### config.mk
export PLATFORM = sky130hd
export DESIGN_NAME = gnrl_vr_fifo
export DESIGN_NICKNAME = d
export VERILOG_FILES = /design/src/rtl/gnrl_vr_fifo.sv
export SDC_FILE = /design/constraint.sdc
export NUM_CORES = 1
export LEC_CHECK = 0
export CORE_ASPECT_RATIO = 0.9
export CORE_MARGIN = 3
export CORE_UTILIZATION = 54
export DETAILED_ROUTE_END_ITERATION = 6
export PLACE_DENSITY_LB_ADDON = 0.12
export SYNTH_ARGS = -nofsm -noshare
export SYNTH_HDL_FRONTEND = slang
export SYNTH_SLANG_ARGS = --single-unit
### constraint.sdc
create_clock -name clk -period 4.8 [get_ports clk]
set_clock_uncertainty 0.2 [all_clocks]
set_input_delay 0.48 -clock clk [delete_from_list [all_inputs] [get_ports clk]]
set_output_delay 0.48 -clock clk [all_outputs]
set_load 0.005 [all_outputs]
### src/rtl/gnrl_vr_fifo.sv
// Synchronous valid/ready FIFO with registered handshake outputs and an
// explicit occupancy counter that decides full/empty.
module gnrl_vr_fifo #(
  parameter int DW = 32,
  parameter int DP = 4
) (
  input  logic                  clk,
  input  logic                  rst,
  // Handshake: a word moves on a rising edge only when valid and ready are
  // both 1 on that side; ready/valid here depend on registered state only.
  input  logic                  i_vld,
  output logic                  i_rdy,
  input  logic [DW-1:0]         i_dat,
  output logic                  o_vld,
  input  logic                  o_rdy,
  output logic [DW-1:0]         o_dat,
  output logic [$clog2(DP):0]   cnt
);

  localparam int AW = $clog2(DP);
  localparam int CW = AW + 1;

  logic [AW-1:0] wptr_q, wptr_d;
  logic [AW-1:0] rptr_q, rptr_d;
  logic [CW-1:0] cnt_q,  cnt_d;
  logic [DW-1:0] mem_q [DP];

  logic full;
  logic empty;
  logic push;
  logic pop;

  // Occupancy alone separates full from empty, since the pointers are equal in both.
  assign full  = (cnt_q == CW'(DP));
  assign empty = (cnt_q == '0);
  assign push  = i_vld && !full;
  assign pop   = o_rdy && !empty;

  always_comb begin
    wptr_d = wptr_q;
    rptr_d = rptr_q;
    cnt_d  = cnt_q;
    if (push) begin
      wptr_d = wptr_q + AW'(1);
    end
    if (pop) begin
      rptr_d = rptr_q + AW'(1);
    end
    if (push && !pop) begin
      cnt_d = cnt_q + CW'(1);
    end else if (pop && !push) begin
      cnt_d = cnt_q - CW'(1);
    end
  end

  always_ff @(posedge clk) begin
    if (rst) begin
      wptr_q <= '0;
      rptr_q <= '0;
      cnt_q  <= '0;
    end else begin
      wptr_q <= wptr_d;
      rptr_q <= rptr_d;
      cnt_q  <= cnt_d;
    end
  end

  // Storage holds no reset; stale words are unreachable once the pointers clear.
  always_ff @(posedge clk) begin
    if (push && !rst) begin
      mem_q[wptr_q] <= i_dat;
    end
  end

  assign i_rdy = !full;
  assign o_vld = !empty;
  assign o_dat = mem_q[rptr_q];
  assign cnt   = cnt_q;

endmodule
## Yosys cells after proc, flatten, opt, wreduce, memory -nomap -nowiden

Memory sizes are Yosys's and may differ from the RTL's. A register that Yosys moved wholly into a read port is not among the register bits.
Index checks and enable logic that the tools add are counted.

- Flip-flop bits (word level): 7
- Memory bits (writable): 128
- Bits of input ports: 36
- Output and inout port bits: 37
- Memories kept: 1

- Add/sub/neg operators: 4
- Eq/ne operators: 1
- Mux-type cells: 6
- Reductions and logical operators: 12

Memories:

| name | depth | width | read ports | clocked after Yosys merged registers in | write ports | RTL line | text |
|---|---|---|---|---|---|---|---|
| mem_q | 4 | 32 | 1 | 1 | 1 | 26 | `logic [DW-1:0] mem_q [DP];` |

Operators by type and width:

| operator | number |
|---|---|
| $mux 3 | 2 |
| $logic_and 1x1->1 | 5 |
| $logic_not 1->1 | 5 |
| $add 2x1->2 const B | 2 |
| $mux 2 | 2 |
| $add 3x1->3 const B | 1 |
| $eq 3x3->1 const B | 1 |
| $logic_not 3->1 | 1 |
| $sub 3x1->3 const B | 1 |
| $mux 1 | 2 |
| $reduce_bool 2->1 | 1 |

## Depth between registers and ports, before layout

- Word-level depth: 7
- Mapped depth: 9

## Worst setup path before layout

Ideal clock, no wire load.

- Kind: register to register
- From: register cnt_q[0] (netlist: cnt[0])
- To: memory mem_q[1][0] (enable)
- Library setup time: 0.468 ns
- Arrival time: 3.110 ns
- Data required time: 4.132 ns
- Setup slack: 1.022 ns
- Cell stages (with the launch flop): 4
- Path buffers: 0
- Clock period less this slack: 3.778 ns
- Cell sequence: dfxtp_1 or3b_4 nand2_4 nor3b_1

- Longest elaborated chain between the ends: 6

RTL lines:

| element | RTL line | text |
|---|---|---|
| start: declaration | 25 | `logic [CW-1:0] cnt_q, cnt_d;` |
| start signal: assignment | 64 | `cnt_q <= cnt_d;` |
| $eq 3x3->1 | 34 | `assign full = (cnt_q == CW'(DP));` |
| $logic_not 1->1 | n/a |  |
| via i_rdy | 12 | `output logic i_rdy,` |
| $logic_and 1x1->1 | 36 | `assign push = i_vld && !full;` |
| $logic_and 1x1->1 | 70 | `if (push && !rst) begin` |
| $mux 1 | 70 |  |
| $mux 1 (implied by the code) | 71 | `mem_q[wptr_q] <= i_dat;` |
| end: declaration | 26 |  |

The timed path passes the listed nets, and every way through them passes these cells.

==> impl_metrics.py <==
metrics = {
    "status": {
        "status": "finished clean",
    },
    "clock_network": {
        "clock_path_buffers": 2,
        "cts_setup_buffers": 0,
        "postCtsHoldBufs": 0,
        "cts-root-buf": "clkbuf_8",
        "cts-htree-levels": 4,
        "cts.clk_slew.worst_paths_ns": 0.06,
        "ctsResizeCount": 0,
        "cts_tree": "built",
        "clock-sinks": 137,
        "clkLatencyLatePin_ns": 0.51,
        "cts_buffers": 17,
    },
    "synthesis": {
        "yosysSeqAreaShare_pct": 79.1,
        "yosys.area.top_type": "edfxtp_1",
        "synth_ff_type": "edfxtp_1",
        "synthArstFlopShare_pct": 0,
        "avgSynthCellArea_sq_um": 23.7,
        "synth_cell_type_count": 23,
        "netlist_top_cells_area": "edfxtp_1 (76%), mux4_2 (14%), dfxtp_1 (3.5%)",
        "synth-edff-count": 128,
        "ys_ff_latch": 137,
        "synth_warnings": 0,
        "synthesis.nets": 257,
        "synth.top_cell.area_share_pct": 75.5,
        "synth_cells": 215,
        "syn_area_sq_um": 5090,
    },
    "timing": {
        "slew_violations": 0,
        "slew_headroom_pct": 36.3,
        "worst_slack_ns": 1.39,
        "post-route-period-util_pct": 71.0,
        "hold_violations": 0,
        "worstMarginPinSlew_ns": 0.951,
        "finalSetupTns_ns": 0,
        "rsz0062_at_grt": "false",
        "setup_violations": 0,
        "fmax_ghz": 0.293,
        "fin_crit_ns": 3.41,
    },
    "detailed_routing": {
        "wl_per_cell_um": 20.2,
        "routed_via_density": 5.42,
        "drc_errors": 0,
        "drtPass1Iterations": 4,
        "antenna_left": 0,
        "drt-initial-drc-count": 149,
        "route.vias.total": 2363,
        "wl_um": 8790,
    },
    "power_and_ir_drop": {
        "peakVddDrop_mv": 0.400,
        "p_leak_uw": 0.00217,
        "power_density_nw_per_um2": 538,
        "total_power_uw": 3570,
    },
    "final_layout": {
        "design_area_sq_um": 6640,
        "syn_to_final_growth_pct": 30.4,
        "nets": 346,
        "layout_commonest_cell": "edfxtp_1",
        "final_cell_mix": "edfxtp_1 (128), clkdlybuf4s50_1 (72), mux4_2 (32)",
        "drive_above_1_share_pct": 25.9,
        "antenna_cells": 0,
    },
    "global_route": {
        "antenna_found_initial": 0,
        "overflow": 0,
        "grt_pass1_vias": 2524,
        "grtUsageTotal_pct": 18.6,
        "grt_pass1_wl_um": 14200,
        "grt_max_degree": 33,
    },
    "placement": {
        "gp_congestion": 0.673,
        "portBuffers": 72,
        "place_area_sq_um": 6000,
        "dp_slack_ns": 1.86,
        "dp_hpwl_um": 5110,
    },
    "setup_path": {
        "cp-start-kind": "flip-flop",
        "critPathMaxFanout": 17,
        "arrival_ns": 2.73,
        "critPathKind": "flip-flop to output pin",
        "worstPathCellList": "buf_4, mux4_2, clkdlybuf4s50_1",
        "crit_slowest_cell": "dfxtp_2",
        "end_kind": "output pin",
        "required_ns": 4.12,
        "critPathMaxStageDelay_ns": 0.72,
    },
    "floorplanning": {
        "io-pin-count": 73,
        "dieWidth_um": 108,
        "initial_core_util_pct": 57.5,
        "core_sq_um": 8850,
        "rows": 32,
        "dieArea_sq_um": 10600,
        "die_y_um": 98.1,
    },
    "job": {
        "max_cap_violations": 0,
    },
    "hold_path": {
        "hp-class": "flip-flop to flip-flop",
    },
}
## where the power goes
group	total [uW]	internal [uW]	switching (uW)
Clock	1370	897	478
Combinational	700	460	240
Sequential	1490	1400	94.5
Total	3570	2750	812
## metrics by stage
step,hold WS [ns],util (%),instances
3_5_place_dp,0.324,67.8,404
4_1_cts,0.345,75.0,436
3_3_place_gp,0.306,67.8,404
6_report,0.340,75.0,436
5_1_grt,0.387,75.0,436
2_1_floorplan,0.281,-,215
## cells by family (layout without fill, tap and decap cells)
family | after synthesis | in the layout | share of synthesized area [%]
XOR/XNOR | 4 | 4 | 0.688
flip-flops | 137 | 137 | 79.1
adder cells (fa/ha/maj) | 6 | 6 | 1.62
buffers and inverters | 12 | 114 | 1.16
multiplexers | 35 | 35 | 14.9
AO/OA/AOI/OAI | 4 | 4 | 0.516
AND/OR/NAND/NOR | 17 | 17 | 2.09
## state kept, by name (all words and copies together), names as in the netlist, named ones only
register  count
rptr_q        2
cnt           3
wptr_q        2
mem_q       128
## cells in the mapped netlist, types with 2 or more instances
library cell  count
nand2b_1          2
edfxtp_1        128
nor2_1            7
mux2i_1           2
nor3b_1           4
mux4_2           32
dfxtp_1           9
buf_4             3
ha_1              5
clkbuf_1          2
buf_1             3
xor2_1            4
or3_2             2
inv_1             3
## final timing paths
path | start | to | slack (ns) | cells past startpoint
setup / recovery | flip-flop | o_dat[16] | 1.39 | 3
hold / removal | wptr_q[1]$_SDFFE_PP0P_ | wptr_q[1]$_SDFFE_PP0P_ | 0.34 | 2
setup reg to reg | cnt[0]$_SDFFE_PP0P_ | cnt[2]$_SDFFE_PP0P_ | 2.28 | 7
hold reg to reg | wptr_q[1]$_SDFFE_PP0P_ | wptr_q[1]$_SDFFE_PP0P_ | 0.34 | 2
## per-layer routing
| metal | vias up | GRT usage (%) | routed length [um] |
|---|---|---|---|
| li1 | 1074 | - | - |
| met1 | 1214 | 24.2 | 3560 |
| met2 | 68 | 29.9 | 4690 |
| met3 | 7 | 6.68 | 475 |
| met4 | 0 | 5.44 | 65 |
| met5 | - | 0 | 0 |
## cell type report
class                   instances  area [sq um]
flip-flops and latches        137          4030
fillers                       522          2210
multi-input cells              66          1030
repair buffers                 78           778
clock buffers                  17           414
clock inverters                15           225
well taps                     119           149
inverters                       4          17.5
## worst max-delay path, delay by kind of cell (launching register included)
kind | cells | cell delay, ns
buf+inv | 2 | 0.90
flops | 1 | 0.72
mux | 1 | 0.57
Note: power is estimated with default switching activity, not from simulation.
